===== config.mk =====
export PLATFORM = sky130hd
export DESIGN_NAME = twowire_dtm_serial
export DESIGN_NICKNAME = d
export VERILOG_FILES = /design/src/rtl/twowire_dtm_serial.sv
export SDC_FILE = /design/constraint.sdc
export NUM_CORES = 1
export LEC_CHECK = 0
export CAP_MARGIN = 20
export CORE_AREA = 2 2 60 62
export CTS_CLUSTER_SIZE = 12
export DETAILED_ROUTE_END_ITERATION = 6
export DIE_AREA = 0 0 62 64
export PLACE_DENSITY = 0.73
export SLEW_MARGIN = 20
export SYNTH_ARGS = -nofsm -noshare
export SYNTH_HDL_FRONTEND = slang
export SYNTH_SLANG_ARGS = --single-unit

===== constraint.sdc =====
create_clock -name dck -period 5.05 [get_ports dck]
set_input_delay 1.01 -clock dck [delete_from_list [all_inputs] [get_ports dck]]
set_output_delay 1.01 -clock dck [all_outputs]
set_load 0.02 [all_outputs]

===== src/rtl/twowire_dtm_serial.sv =====
// Two-wire debug serial link layer: connect/multidrop match, command framing with
// parity, write/read payload streaming with parity, turnaround and disconnect.
module twowire_dtm_serial #(
  parameter int unsigned W_CMD       = 4,
  parameter logic [11:0] CONNECT_KEY = 12'ha7c
) (
  input  logic             dck,
  input  logic             drst_n,
  input  logic             dio_i,
  output logic             dio_o,
  output logic             dio_oe,
  input  logic [3:0]       mdropaddr,
  output logic             connected,
  input  logic             disconnect_now,
  output logic [W_CMD-1:0] cmd,
  output logic             cmd_vld,
  input  logic             cmd_payload_end,
  output logic             serial_parity_err,
  output logic             serial_wdata,
  output logic             serial_wdata_vld,
  input  logic             serial_rdata,
  output logic             serial_rdata_rdy
);

  localparam int unsigned CNT_W = (W_CMD > 1) ? $clog2(W_CMD) : 1;
  localparam int unsigned WIN_W = 16;

  typedef enum logic [3:0] {
    S_DISCON,
    S_IDLE,
    S_CMD,
    S_CPAR,
    S_DISPATCH,
    S_WPAY,
    S_WPAR,
    S_RPAY,
    S_RPAR,
    S_RTURN
  } state_t;

  state_t             r_state;
  state_t             w_state_nxt;
  logic [WIN_W-1:0]   r_window;
  logic [WIN_W-1:0]   w_window_nxt;
  logic [WIN_W-1:0]   w_window_shift;
  logic [W_CMD-1:0]   r_cmd;
  logic [W_CMD-1:0]   w_cmd_nxt;
  logic [CNT_W-1:0]   r_cnt;
  logic [CNT_W-1:0]   w_cnt_nxt;
  logic               r_acc;
  logic               w_acc_nxt;
  logic               r_perr;
  logic               w_perr_nxt;
  logic               w_is_write;

  assign w_window_shift = {r_window[WIN_W-2:0], dio_i};
  assign w_is_write     = (r_cmd == W_CMD'(3)) || (r_cmd == W_CMD'(5)) || (r_cmd == W_CMD'(9));

  assign cmd               = r_cmd;
  assign serial_parity_err = r_perr;

  // State and datapath registers
  always_ff @(posedge dck or negedge drst_n) begin
    if (!drst_n) begin
      r_state  <= S_DISCON;
      r_window <= '0;
      r_cmd    <= '0;
      r_cnt    <= '0;
      r_acc    <= 1'b0;
      r_perr   <= 1'b0;
    end else begin
      r_state  <= w_state_nxt;
      r_window <= w_window_nxt;
      r_cmd    <= w_cmd_nxt;
      r_cnt    <= w_cnt_nxt;
      r_acc    <= w_acc_nxt;
      r_perr   <= w_perr_nxt;
    end
  end

  // Next-state, datapath updates and state-decoded pin/handshake outputs
  always_comb begin
    w_state_nxt      = r_state;
    w_window_nxt     = r_window;
    w_cmd_nxt        = r_cmd;
    w_cnt_nxt        = r_cnt;
    w_acc_nxt        = r_acc;
    w_perr_nxt       = 1'b0;
    connected        = (r_state != S_DISCON);
    cmd_vld          = 1'b0;
    dio_oe           = 1'b0;
    dio_o            = 1'b0;
    serial_wdata     = dio_i;
    serial_wdata_vld = 1'b0;
    serial_rdata_rdy = 1'b0;

    case (r_state)
      S_DISCON: begin
        w_window_nxt = w_window_shift;
        if ((w_window_shift[15:4] == CONNECT_KEY) && (w_window_shift[3:0] == mdropaddr)) begin
          w_state_nxt = S_IDLE;
        end
      end

      S_IDLE: begin
        if (!dio_i) begin
          w_state_nxt = S_CMD;
          w_cnt_nxt   = CNT_W'(W_CMD - 1);
        end
      end

      S_CMD: begin
        w_cmd_nxt[r_cnt] = dio_i;
        if (r_cnt == '0) begin
          w_state_nxt = S_CPAR;
        end else begin
          w_cnt_nxt = r_cnt - CNT_W'(1);
        end
      end

      // Even parity over command bits plus the parity bit
      S_CPAR: begin
        if ((^r_cmd) ^ dio_i) begin
          w_perr_nxt   = 1'b1;
          w_state_nxt  = S_DISCON;
          w_window_nxt = '0;
        end else begin
          w_state_nxt = S_DISPATCH;
        end
      end

      S_DISPATCH: begin
        cmd_vld   = 1'b1;
        w_acc_nxt = 1'b0;
        if (disconnect_now) begin
          w_state_nxt  = S_DISCON;
          w_window_nxt = '0;
        end else if (w_is_write) begin
          w_state_nxt = S_WPAY;
        end else begin
          w_state_nxt = S_RPAY;
        end
      end

      S_WPAY: begin
        serial_wdata_vld = 1'b1;
        w_acc_nxt        = r_acc ^ dio_i;
        if (cmd_payload_end) begin
          w_state_nxt = S_WPAR;
        end
      end

      // Payload parity error keeps the link up
      S_WPAR: begin
        w_perr_nxt  = (dio_i != r_acc);
        w_state_nxt = S_IDLE;
      end

      S_RPAY: begin
        dio_oe           = 1'b1;
        dio_o            = serial_rdata;
        serial_rdata_rdy = 1'b1;
        w_acc_nxt        = r_acc ^ serial_rdata;
        if (cmd_payload_end) begin
          w_state_nxt = S_RPAR;
        end
      end

      S_RPAR: begin
        dio_oe      = 1'b1;
        dio_o       = r_acc;
        w_state_nxt = S_RTURN;
      end

      S_RTURN: begin
        w_state_nxt = S_IDLE;
      end

      default: begin
        w_state_nxt  = S_DISCON;
        w_window_nxt = '0;
      end
    endcase
  end

endmodule


==> flow_summary_export.csv <==
group,metric,value,unit
run_status,status,"complete, no violations",
layout,finish.utilization,0.561,
placed_design,hpwl,2220,um
clock_tree,clockRootBuffer,"clkbuf_4",
power_and_ir_drop,p_seq_frac,0.407,
clock_tree,clkLatencyLatePin,0.32,ns
synthesis,syn_avg_cell_area,10.6,sq um
synthesis,synth.area.top_cells,"dfrtp_1, a22o_1, ha_1",
worst_setup_path,slowest_stage,"clkdlybuf4s50_1",
worst_setup_path,cp.arrival,2.53,ns
die,dieWidth,62,um
clock_tree,cts_tree,"yes",
detailed_routing,dr.first_iter.drc_count,82,
layout,n_antenna_cell,0,
layout,drive_above_1_share,0.0719,
layout,fin_nets,187,
die,start_util,0.492,
timing,fin_crit_sh,0.700,
power_and_ir_drop,p_int,0.000616,W
die,fp-row-count,21,
detailed_routing,vias,1196,
worst_setup_path,crit_path_start_kind,"input pin",
timing,slew_viol_final,0,
layout,final_common_cell,"dfrtp_1",
die,die_h,64,um
worst_setup_path,critPathKind,"input pin to output pin",
layout,syn2layout_area_growth,14.0,%
worst_setup_path,cpMostUsedCell,"clkdlybuf4s50_1",
worst_setup_path,cp.required,4.04,ns
worst_setup_path,crit_path_cell_trace,"clkdlybuf4s50_1 > clkdlybuf4s50_1",
power_and_ir_drop,power_density,592,nW/um^2
placed_design,gp_congestion,0.780,
hold_path,hold_class,"flop to flop",
power_and_ir_drop,combPwrFrac,0.509,
clock_tree,numCtsBuffers,3,
synthesis,ys_seq_elements,27,
power_and_ir_drop,sw_frac_of_total,0.435,
power_and_ir_drop,switching_power,0.000475,W
clock_tree,postCtsHoldBufs,0,
flow_run,maxCapViolCount,0,
timing,fmax,0.283,GHz
detailed_routing,drc,0,
timing,tightest_slew,0.827,ns
detailed_routing,routed_wirelength,3170,um
global_routing,grt_pass1_vias,1147,
timing,setup_viol,0,
power_and_ir_drop,p_leak,0.793,nW
timing,finClkSkew,0.00720,ns
worst_setup_path,cp-end-kind,"output pin",
power_and_ir_drop,clockPowerShare,0.084,
synthesis,yosysTopAreaCellShare,0.418,
clock_tree,clock-sinks,27,
clock_tree,cts.path.max_buffers,2,
layout,design_area,1840,sq um
power_and_ir_drop,vdd_ir_drop_max,285,uV
worst_setup_path,slowest_delay,0.81,ns
global_routing,grt_max_degree,28,
synthesis,synth_fp_nets,172,
global_routing,grt_pass1_wl,5380,um
synthesis,syn_inst,153,
synthesis,ys_seq_area_frac,0.418,
worst_setup_path,critPathTopFamily,"buffers and inverters",
global_routing,antenna_found_initial,0,
placed_design,io_buffers,21,
die,dieArea,3970,sq um
layout,mostFrequentLayoutCells,"dfrtp_1, clkdlybuf4s50_1, a22o_1",
detailed_routing,avgRoutedWirePerCell,14.9,um
synthesis,synthArstFlopShare,1.00,
synthesis,ys_types,46,
detailed_routing,via_per_inst,5.62,
synthesis,synthFlopType,"dfrtp_1",
global_routing,grt-ovfl-total,0,
clock_tree,cts.repair.resized,0,
clock_tree,postCtsSetupBuffers,0,
timing,period_needed,3.54,ns
worst_setup_path,crit_buf_inv,2,
worst_setup_path,regToRegSetupSlack,3.16,ns
global_routing,grt_usage,0.176,
detailed_routing,drtPass1Iterations,5,
synthesis,yosys.area.top_type,"dfrtp_1",
synthesis,synth_warnings,0,
synthesis,synth_edf_count,0,
timing,slew_headroom,0.444,
timing,rsz0062_at_grt,"no",
worst_setup_path,critPathMaxFanout,13,
placed_design,place_area,1820,sq um
synthesis,syn_area,1620,sq um
die,io_pins,22,
clock_tree,path_clk_slew,0.14,ns
die,core,3280,sq um
timing,final_hold_viol_count,0,
clock_tree,cts_htree_levels,1,
timing,finalSetupTns,0,ns
detailed_routing,ant_nets,0,
## through the flow
stage               instances  hold slack [ns]  total power (W)  worst slack [ns]
floorplan                 153            0.459         0.000862              2.66
global placement          209            0.480         0.000976              1.52
detailed placement        209            0.489         0.000998              1.51
CTS                       213            0.524          0.00110              1.51
global route              213            0.557          0.00118              1.40
finish                    213            0.523          0.00109              1.51
## worst paths after layout
check                                    startpoint                        to  depth (start not counted)
max                                           dio_i              serial_wdata                          2
min in group asynchronous                    drst_n   r_window[3]$_DFFE_PN0P_                          2
max reg2reg                      cmd[0]$_DFFE_PN0P_   r_window[0]$_DFFE_PN0P_                          5
max in group asynchronous                    drst_n   r_window[6]$_DFFE_PN0P_                          2
min reg2reg                r_window[14]$_DFFE_PN0P_  r_window[14]$_DFFE_PN0P_                          1
min                        r_window[14]$_DFFE_PN0P_  r_window[14]$_DFFE_PN0P_                          1
## layout make-up
cell class	count	area, sq um
clock buffers	4	26.3
flip-flops and latches	27	676
repair buffers	22	218
fillers	290	1440
multi-input cells	105	831
well taps	46	57.6
inverters	9	33.8
## metal layers
| layer | vias to the layer above | global-route usage | wire length, um |
|---|---|---|---|
| li1 | 578 | - | - |
| met1 | 592 | 0.237 | 1470 |
| met2 | 26 | 0.293 | 1610 |
| met3 | 0 | 0.0202 | 94 |
| met4 | 0 | 0.0479 | 0 |
| met5 | - | 0 | 0 |
## Yosys cell counts (3+ instances only)
cell type and instances:
o21ai_0 3, a21oi_1 4, nor3_1 3, nand2b_1 7
mux2_1 3, inv_1 9, xor2_1 4, o22ai_1 3
buf_2 6, nand4_1 3, nor2_1 7, dfrtp_1 27
nand2_1 9, ha_1 9, o21ai_1 3, a22o_1 15
## sequential cells by signal, summed over array words and instances, names as in the netlist
signal and flops:
r_acc 1, r_cnt 2, r_state 4, r_window 15, serial_parity_err 1, cmd 4
## kinds of logic after synthesis
kind of cell | after synthesis | synth area share
flops | 27 | 0.418
compound gates | 40 | 0.196
simple gates | 44 | 0.172
mux | 5 | 0.0341
xor+xnor | 7 | 0.0426
buf+inv | 21 | 0.0674
fa+ha+maj | 9 | 0.0697
## power groups by stage
| stage | clock, W | combinational, W | sequential, W |
|---|---|---|---|
| finish | 0.0000920 | 0.000555 | 0.000443 |
| global route | 0.000105 | 0.000610 | 0.000461 |
| CTS | 0.0000964 | 0.000558 | 0.000441 |
| detailed placement | 0 | 0.000552 | 0.000446 |
| global placement | 0 | 0.000538 | 0.000438 |
| floorplan | 0 | 0.000462 | 0.000400 |
(Power assumes the default switching activity.)
